===== src/rtl/por_reset_sequencer_if.sv =====
// Reset-sequencer signal bundle: power-good and software request in,
// global/per-domain resets and status out.
interface por_reset_sequencer_if #(
  parameter int unsigned NUM_DOMAINS = 3
);
  logic                   power_up;
  logic                   sw_rst_req;
  logic                   reset;
  logic [NUM_DOMAINS-1:0] domain_rst;
  logic                   ready;
  logic [1:0]             state;
  logic [7:0]             seq_cnt;

  modport master (
    output power_up, sw_rst_req,
    input  reset, domain_rst, ready, state, seq_cnt
  );

  modport slave (
    input  power_up, sw_rst_req,
    output reset, domain_rst, ready, state, seq_cnt
  );
endinterface


===== src/rtl/por_reset_sequencer.sv =====
// Power-on reset sequencer: synchronizes power-good, holds the global reset
// for a fixed time, then releases per-domain resets one at a time from bit 0.
// All outputs come straight from flops.
module por_reset_sequencer #(
  parameter int unsigned SYNC_STAGES = 2,
  parameter int unsigned HOLD_CYCLES = 2,
  parameter int unsigned NUM_DOMAINS = 3,
  parameter int unsigned STAGGER     = 2
) (
  input logic                clk,
  input logic                rst_n,
  por_reset_sequencer_if.slave bus
);

  localparam int unsigned CNT_MAX = (HOLD_CYCLES > STAGGER) ? HOLD_CYCLES : STAGGER;
  localparam int unsigned CW      = $clog2(CNT_MAX + 1);

  localparam logic [CW-1:0]          HOLD_LD  = CW'(HOLD_CYCLES - 1);
  localparam logic [CW-1:0]          STAG_LD  = CW'(STAGGER - 1);
  localparam logic [NUM_DOMAINS-1:0] DOM_ONES = '1;

  typedef enum logic [1:0] {
    ST_OFF     = 2'd0,
    ST_HOLD    = 2'd1,
    ST_STAGGER = 2'd2,
    ST_ON      = 2'd3
  } state_t;

  logic [SYNC_STAGES-1:0] sync_q;
  logic                   pu_s;

  state_t                 state_q, state_d;
  logic [CW-1:0]          cnt_q, cnt_d;
  logic                   reset_q, reset_d;
  logic [NUM_DOMAINS-1:0] dom_q, dom_d;
  logic                   ready_q, ready_d;
  logic [7:0]             seq_q, seq_d;

  // power_up synchronizer chain
  always_ff @(posedge clk or negedge rst_n) begin
    if (!rst_n) sync_q <= '0;
    else        sync_q <= {sync_q[SYNC_STAGES-2:0], bus.power_up};
  end

  assign pu_s = sync_q[SYNC_STAGES-1];

  // FSM state, counter and registered outputs
  always_ff @(posedge clk or negedge rst_n) begin
    if (!rst_n) begin
      state_q <= ST_OFF;
      cnt_q   <= '0;
      reset_q <= 1'b1;
      dom_q   <= '1;
      ready_q <= 1'b0;
      seq_q   <= '0;
    end else begin
      state_q <= state_d;
      cnt_q   <= cnt_d;
      reset_q <= reset_d;
      dom_q   <= dom_d;
      ready_q <= ready_d;
      seq_q   <= seq_d;
    end
  end

  // Next-state and next-output logic; power loss outranks software request.
  // Domains release by shifting zeros in from bit 0, so an all-zero result
  // marks the final release (this also covers NUM_DOMAINS = 1 from HOLD).
  always_comb begin
    state_d = state_q;
    cnt_d   = cnt_q;
    reset_d = reset_q;
    dom_d   = dom_q;
    if (!pu_s) begin
      state_d = ST_OFF;
      cnt_d   = '0;
      reset_d = 1'b1;
      dom_d   = '1;
    end else if (bus.sw_rst_req && (state_q != ST_OFF)) begin
      state_d = ST_HOLD;
      cnt_d   = HOLD_LD;
      reset_d = 1'b1;
      dom_d   = '1;
    end else begin
      case (state_q)
        ST_OFF: begin
          state_d = ST_HOLD;
          cnt_d   = HOLD_LD;
        end
        ST_HOLD: begin
          if (cnt_q == '0) begin
            reset_d = 1'b0;
            dom_d   = DOM_ONES << 1;
            if (dom_d == '0) begin
              state_d = ST_ON;
              cnt_d   = '0;
            end else begin
              state_d = ST_STAGGER;
              cnt_d   = STAG_LD;
            end
          end else begin
            cnt_d = cnt_q - CW'(1);
          end
        end
        ST_STAGGER: begin
          if (cnt_q == '0) begin
            dom_d = dom_q << 1;
            if (dom_d == '0) begin
              state_d = ST_ON;
              cnt_d   = '0;
            end else begin
              cnt_d = STAG_LD;
            end
          end else begin
            cnt_d = cnt_q - CW'(1);
          end
        end
        default: ;
      endcase
    end
  end

  // Ready and saturating sequence counter derive from the next values
  always_comb begin
    ready_d = (dom_d == '0);
    seq_d   = seq_q;
    if ((state_d == ST_ON) && (state_q != ST_ON) && (seq_q != 8'hFF))
      seq_d = seq_q + 8'd1;
  end

  assign bus.reset      = reset_q;
  assign bus.domain_rst = dom_q;
  assign bus.ready      = ready_q;
  assign bus.state      = state_q;
  assign bus.seq_cnt    = seq_q;

endmodule

===== src/flat_wrapper.sv =====
// flat-port wrapper written by rule: the top's interface ports become plain ports
module por_reset_sequencer_flat 
#(
  parameter int unsigned SYNC_STAGES = 2,
  parameter int unsigned HOLD_CYCLES = 2,
  parameter int unsigned NUM_DOMAINS = 3,
  parameter int unsigned STAGGER     = 2
)
  (clk, rst_n, bus_power_up, bus_sw_rst_req, bus_reset, bus_domain_rst, bus_ready, bus_state, bus_seq_cnt);
  por_reset_sequencer_if #(.NUM_DOMAINS(NUM_DOMAINS)) bus_i ();
  input logic clk;
  input logic rst_n;
  input wire logic [$bits(bus_i.power_up)-1:0] bus_power_up;
  input wire logic [$bits(bus_i.sw_rst_req)-1:0] bus_sw_rst_req;
  output wire logic [$bits(bus_i.reset)-1:0] bus_reset;
  output wire logic [$bits(bus_i.domain_rst)-1:0] bus_domain_rst;
  output wire logic [$bits(bus_i.ready)-1:0] bus_ready;
  output wire logic [$bits(bus_i.state)-1:0] bus_state;
  output wire logic [$bits(bus_i.seq_cnt)-1:0] bus_seq_cnt;
  assign bus_i.power_up = bus_power_up;
  assign bus_i.sw_rst_req = bus_sw_rst_req;
  assign bus_reset = bus_i.reset;
  assign bus_domain_rst = bus_i.domain_rst;
  assign bus_ready = bus_i.ready;
  assign bus_state = bus_i.state;
  assign bus_seq_cnt = bus_i.seq_cnt;
  por_reset_sequencer #(.SYNC_STAGES(SYNC_STAGES), .HOLD_CYCLES(HOLD_CYCLES), .NUM_DOMAINS(NUM_DOMAINS), .STAGGER(STAGGER)) u_core (.clk(clk), .rst_n(rst_n), .bus(bus_i));
endmodule

===== config.mk =====
export PLATFORM = sky130hd
export DESIGN_NAME = por_reset_sequencer_flat
export DESIGN_NICKNAME = d
export VERILOG_FILES = /design/src/rtl/por_reset_sequencer_if.sv /design/src/rtl/por_reset_sequencer.sv /design/src/flat_wrapper.sv
export SDC_FILE = /design/constraint.sdc
export NUM_CORES = 1
export LEC_CHECK = 0
export CORE_ASPECT_RATIO = 1.75
export CORE_MARGIN = 5
export CORE_UTILIZATION = 45
export CTS_CLUSTER_SIZE = 30
export DETAILED_ROUTE_END_ITERATION = 12
export PLACE_DENSITY = 0.68
export SLEW_MARGIN = 20
export SYNTH_ARGS = -nofsm -noshare
export SYNTH_HDL_FRONTEND = slang
export SYNTH_SLANG_ARGS = --single-unit

===== constraint.sdc =====
create_clock -name clk -period 2.7 [get_ports clk]
set_input_delay 0.54 -clock clk [delete_from_list [all_inputs] [get_ports clk]]
set_output_delay 0.54 -clock clk [all_outputs]
set_load 0.02 [all_outputs]

==> load_flow_metrics.sql <==
INSERT INTO impl_metrics (metric_group, metric, value, unit) VALUES
('run_status', 'run_status', 'completed', ''),
('sta', 'layout_setup_ws', '0.487', 'ns'),
('sta', 'final.min_clock_period', '2.21', 'ns'),
('final_layout', 'fin_area', '1300', 'µm²'),
('clocking', 'tritoncts.num_buffers', '3', ''),
('pwr', 'p_seq_frac', '0.371', ''),
('sta', 'drv_slew', '0', ''),
('synthesis', 'synth-compound-area-share', '0.145', ''),
('placement', 'place_ws', '0.353', 'ns'),
('run', 'cap_viol_max_count', '0', ''),
('sta', 'hold_viol', '0', ''),
('clocking', 'clkSlewWorstSetupHoldPaths', '0.07', 'ns'),
('final_layout', 'diodes_inserted', '0', ''),
('clocking', 'clock_sinks', '19', ''),
('final_layout', 'final_core_utilization', '0.571', ''),
('floorplanning', 'rows', '23', ''),
('clocking', 'setup_fix_bufs_post_cts', '0', ''),
('placement', 'port-buffer-count', '18', ''),
('worst_setup_path', 'critical-path-slowest-cell', 'dfrtp_1', ''),
('sta', 'timing.setup.tns', '0', 'ns'),
('sta', 'clock.fmax', '452', 'MHz'),
('floorplanning', 'die_w', '46.5', 'µm'),
('worst_setup_path', 'cp-start-kind', 'flip-flop', ''),
('pwr', 'cell_internal_pwr', '0.762', 'mW'),
('clocking', 'tritoncts_clock_tree', 'yes', ''),
('worst_setup_path', 'timing.critical_path.to_type', 'flip-flop', ''),
('synthesis', 'ys_types', '38', ''),
('pwr', 'p_leak', '0.526', 'nW'),
('sta', 'rel_slew_slack', '0.444', ''),
('synthesis', 'yosysWarningCount', '0', ''),
('final_layout', 'fillers', '206', ''),
('pwr', 'vdd_ir_drop_max', '0.539', 'mV'),
('worst_setup_path', 'rrSetupSlack', '0.49', 'ns'),
('routing', 'detail_route.first_pass.iterations', '4', ''),
('global_route', 'grt_antenna_before_repair', '0', ''),
('pwr', 'swShare', '0.402', ''),
('worst_setup_path', 'destination_of_the_worst_register_to_register_timing_path', 'u_core.bus.seq_cnt[1]', ''),
('routing', 'vias', '790', ''),
('global_route', 'gr-total-overflow', '0', ''),
('worst_setup_path', 'timing.critical_path.fanout_max', '8', ''),
('clocking', 'hold_buf_cts', '0', ''),
('final_layout', 'nets', '124', ''),
('routing', 'drt_first_iter_violations', '13', ''),
('floorplanning', 'initial_utilization', '0.461', ''),
('worst_setup_path', 'criticalPathCategory', 'flip-flop to flip-flop', ''),
('worst_setup_path', 'crit_path_max_incr_delay', '0.47', 'ns'),
('worst_setup_path', 'critical_path.cell_chain', 'inv_1 > ha_1 > nor4b_2 > nand2_1 > a41oi_4 > nand2_2 > mux2_4', ''),
('pwr', 'power.switching', '0.512', 'mW'),
('floorplanning', 'die_area', '3430', 'µm²'),
('routing', 'route.detailed.drc', '0', ''),
('sta', 'rsz0062_at_grt', 'false', ''),
('floorplanning', 'coreArea', '2270', 'µm²'),
('clocking', 'htree_num_levels', '1', ''),
('synthesis', 'synth.area.mux_share', '0.0346', ''),
('min_path', 'worstHoldEndpoint', 'u_core.sync_q[1]', ''),
('routing', 'vias_per_cell', '5.72', ''),
('global_route', 'first_global_vias', '818', ''),
('clocking', 'maximum_clock_path_buffer_count', '2', ''),
('synthesis', 'mappedNetlistNets', '102', ''),
('global_route', 'grt_max_degree', '20', ''),
('global_route', 'grt_util_overall', '0.155', ''),
('min_path', 'worst_min_delay_path_category', 'flip-flop to flip-flop', ''),
('placement', 'dp_hpwl', '1750', 'µm'),
('synthesis', 'synth_adder_area_share', '0.0717', ''),
('min_path', 'timing.hold.worst.start', 'u_core.sync_q[0]', ''),
('synthesis', 'synth_area_per_cell', '11.4', 'µm²'),
('synthesis', 'postSynthRegisterBits', '19', ''),
('worst_setup_path', 'worstPathArrival', '2.36', 'ns'),
('sta', 'setup_viol_count_final', '0', ''),
('global_route', 'grt_pass1_wl', '3820', 'µm'),
('sta', 'timing.hold.ws', '0.355', 'ns');
## power groups by stage
stage | registers [mW] | logic, mW | clock network [mW]
2_1_floorplan | 0.524 | 0.345 | 0
3_3_place_gp | 0.480 | 0.595 | 0
3_5_place_dp | 0.479 | 0.606 | 0
4_1_cts | 0.475 | 0.608 | 0.200
5_1_grt | 0.490 | 0.658 | 0.212
6_report | 0.472 | 0.603 | 0.199
## registers in the layout, indices dropped and copies added, names as in the netlist
| name | cells |
|---|---|
| u_core.bus.seq_cnt | 8 |
| u_core.bus.state | 2 |
| u_core.cnt_q | 2 |
| u_core.bus.domain_rst | 3 |
| u_core.bus.ready | 1 |
| u_core.sync_q | 2 |
| u_core.bus.reset | 1 |
## cells in the mapped netlist, drive strengths merged
master	n	area, µm²
dfrtp	15	375
nand2	10	40.0
xnor2	7	61.3
ha	6	75.1
dfstp	4	105
nand3	4	20.0
and2	3	18.8
and4	3	26.3
inv	3	11.3
nor2	3	11.3
o31a	3	30.0
a21oi	2	10.0
mux2	2	26.3
nand2b	2	15.0
nand4	2	12.5
nand4b	2	17.5
nor4	2	18.8
o21bai	2	15.0
o22ai	2	12.5
a211oi	1	7.51
a21boi	1	7.51
a22o	1	8.76
a41oi	1	27.5
and3	1	6.26
buf	1	7.51
mux2i	1	10.0
nor3b	1	7.51
nor4b	1	15.0
o211ai	1	7.51
o21a	1	7.51
o21ai	1	5.00
o31ai	1	12.5
or2	1	6.26
or2b	1	8.76
## critical path, delay by kind of cell, from the launching register on
| kind | cells | cell delay [ns] |
|---|---|---|
| AO/OA/AOI/OAI | 1 | 0.37 |
| adder cells (fa/ha/maj) | 1 | 0.31 |
| buffers and inverters | 1 | 0.17 |
| flip-flops | 1 | 0.47 |
| multiplexers | 1 | 0.31 |
| AND/OR/NAND/NOR | 3 | 0.48 |
## routing by layer
| layer | vias to the layer above | part of all wire | GRT usage |
|---|---|---|---|
| li1 | 377 | - | - |
| met1 | 389 | 0.40 | 0.186 |
| met2 | 18 | 0.54 | 0.259 |
| met3 | 6 | 0.037 | 0.0270 |
| met4 | 0 | 0.021 | 0.0696 |
| met5 | - | 0 | 0 |
## through the flow
step / power (mW) / std cells
2_1_floorplan: 0.869 / 92
3_5_place_dp: 1.08 / 134
3_3_place_gp: 1.07 / 134
5_1_grt: 1.36 / 138
4_1_cts: 1.28 / 138
6_report: 1.27 / 138
## logic make-up (layout without fill, tap and decap cells)
logic type,after synthesis,after routing
AOI/OAI and AO/OA,17,17
adders and majority gates,6,6
DFF,19,19
and+or+nand+nor,36,36
xor gates and xnor gates,7,7
buffers and inverters,4,25
muxes,3,3
## how the worst max path moves through the flow
stage | from | endpoint | slack, ns | cells past startpoint
2_1_floorplan | u_core.bus.state[0] | u_core.bus.seq_cnt[1] | 0.66 | 7
3_5_place_dp | bus_sw_rst_req | u_core.bus.seq_cnt[1] | 0.35 | 6
4_1_cts | u_core.bus.state[0] | u_core.bus.seq_cnt[1] | 0.49 | 7
5_1_grt | u_core.bus.state[0] | u_core.bus.seq_cnt[1] | 0.39 | 7
3_3_place_gp | bus_sw_rst_req | u_core.bus.seq_cnt[1] | 0.38 | 6
6_report | u_core.bus.state[0] | u_core.bus.seq_cnt[1] | 0.49 | 7
## cell type report
type / count / area (µm²) / area share
Inverter: 3 / 11.3 / 0.00868
Multi-Input combinational cell: 69 / 548 / 0.422
Clock inverter: 1 / 5.00 / 0.00386
Clock buffer: 3 / 41.3 / 0.0318
Tap cell: 25 / 31.3 / 0.0241
Timing Repair Buffer: 18 / 180 / 0.139
Sequential cell: 19 / 480 / 0.370
## cells in the final DEF (no fill, tap or decap), types with 2 or more instances in the layout
cell type and n:
nand3_1 4, clkbuf_8 3, o21bai_1 2, inv_1 3, o31a_2 3, and4_1 3, ha_1 6, nand2_1 9
dfrtp_1 15, clkdlybuf4s50_1 18, and2_1 3, nand4_1 2, nand4b_1 2, nor2_1 3, a21oi_1 2, dfstp_2 4
o22ai_1 2, xnor2_1 7
Note: power is estimated with default switching activity, not from simulation.
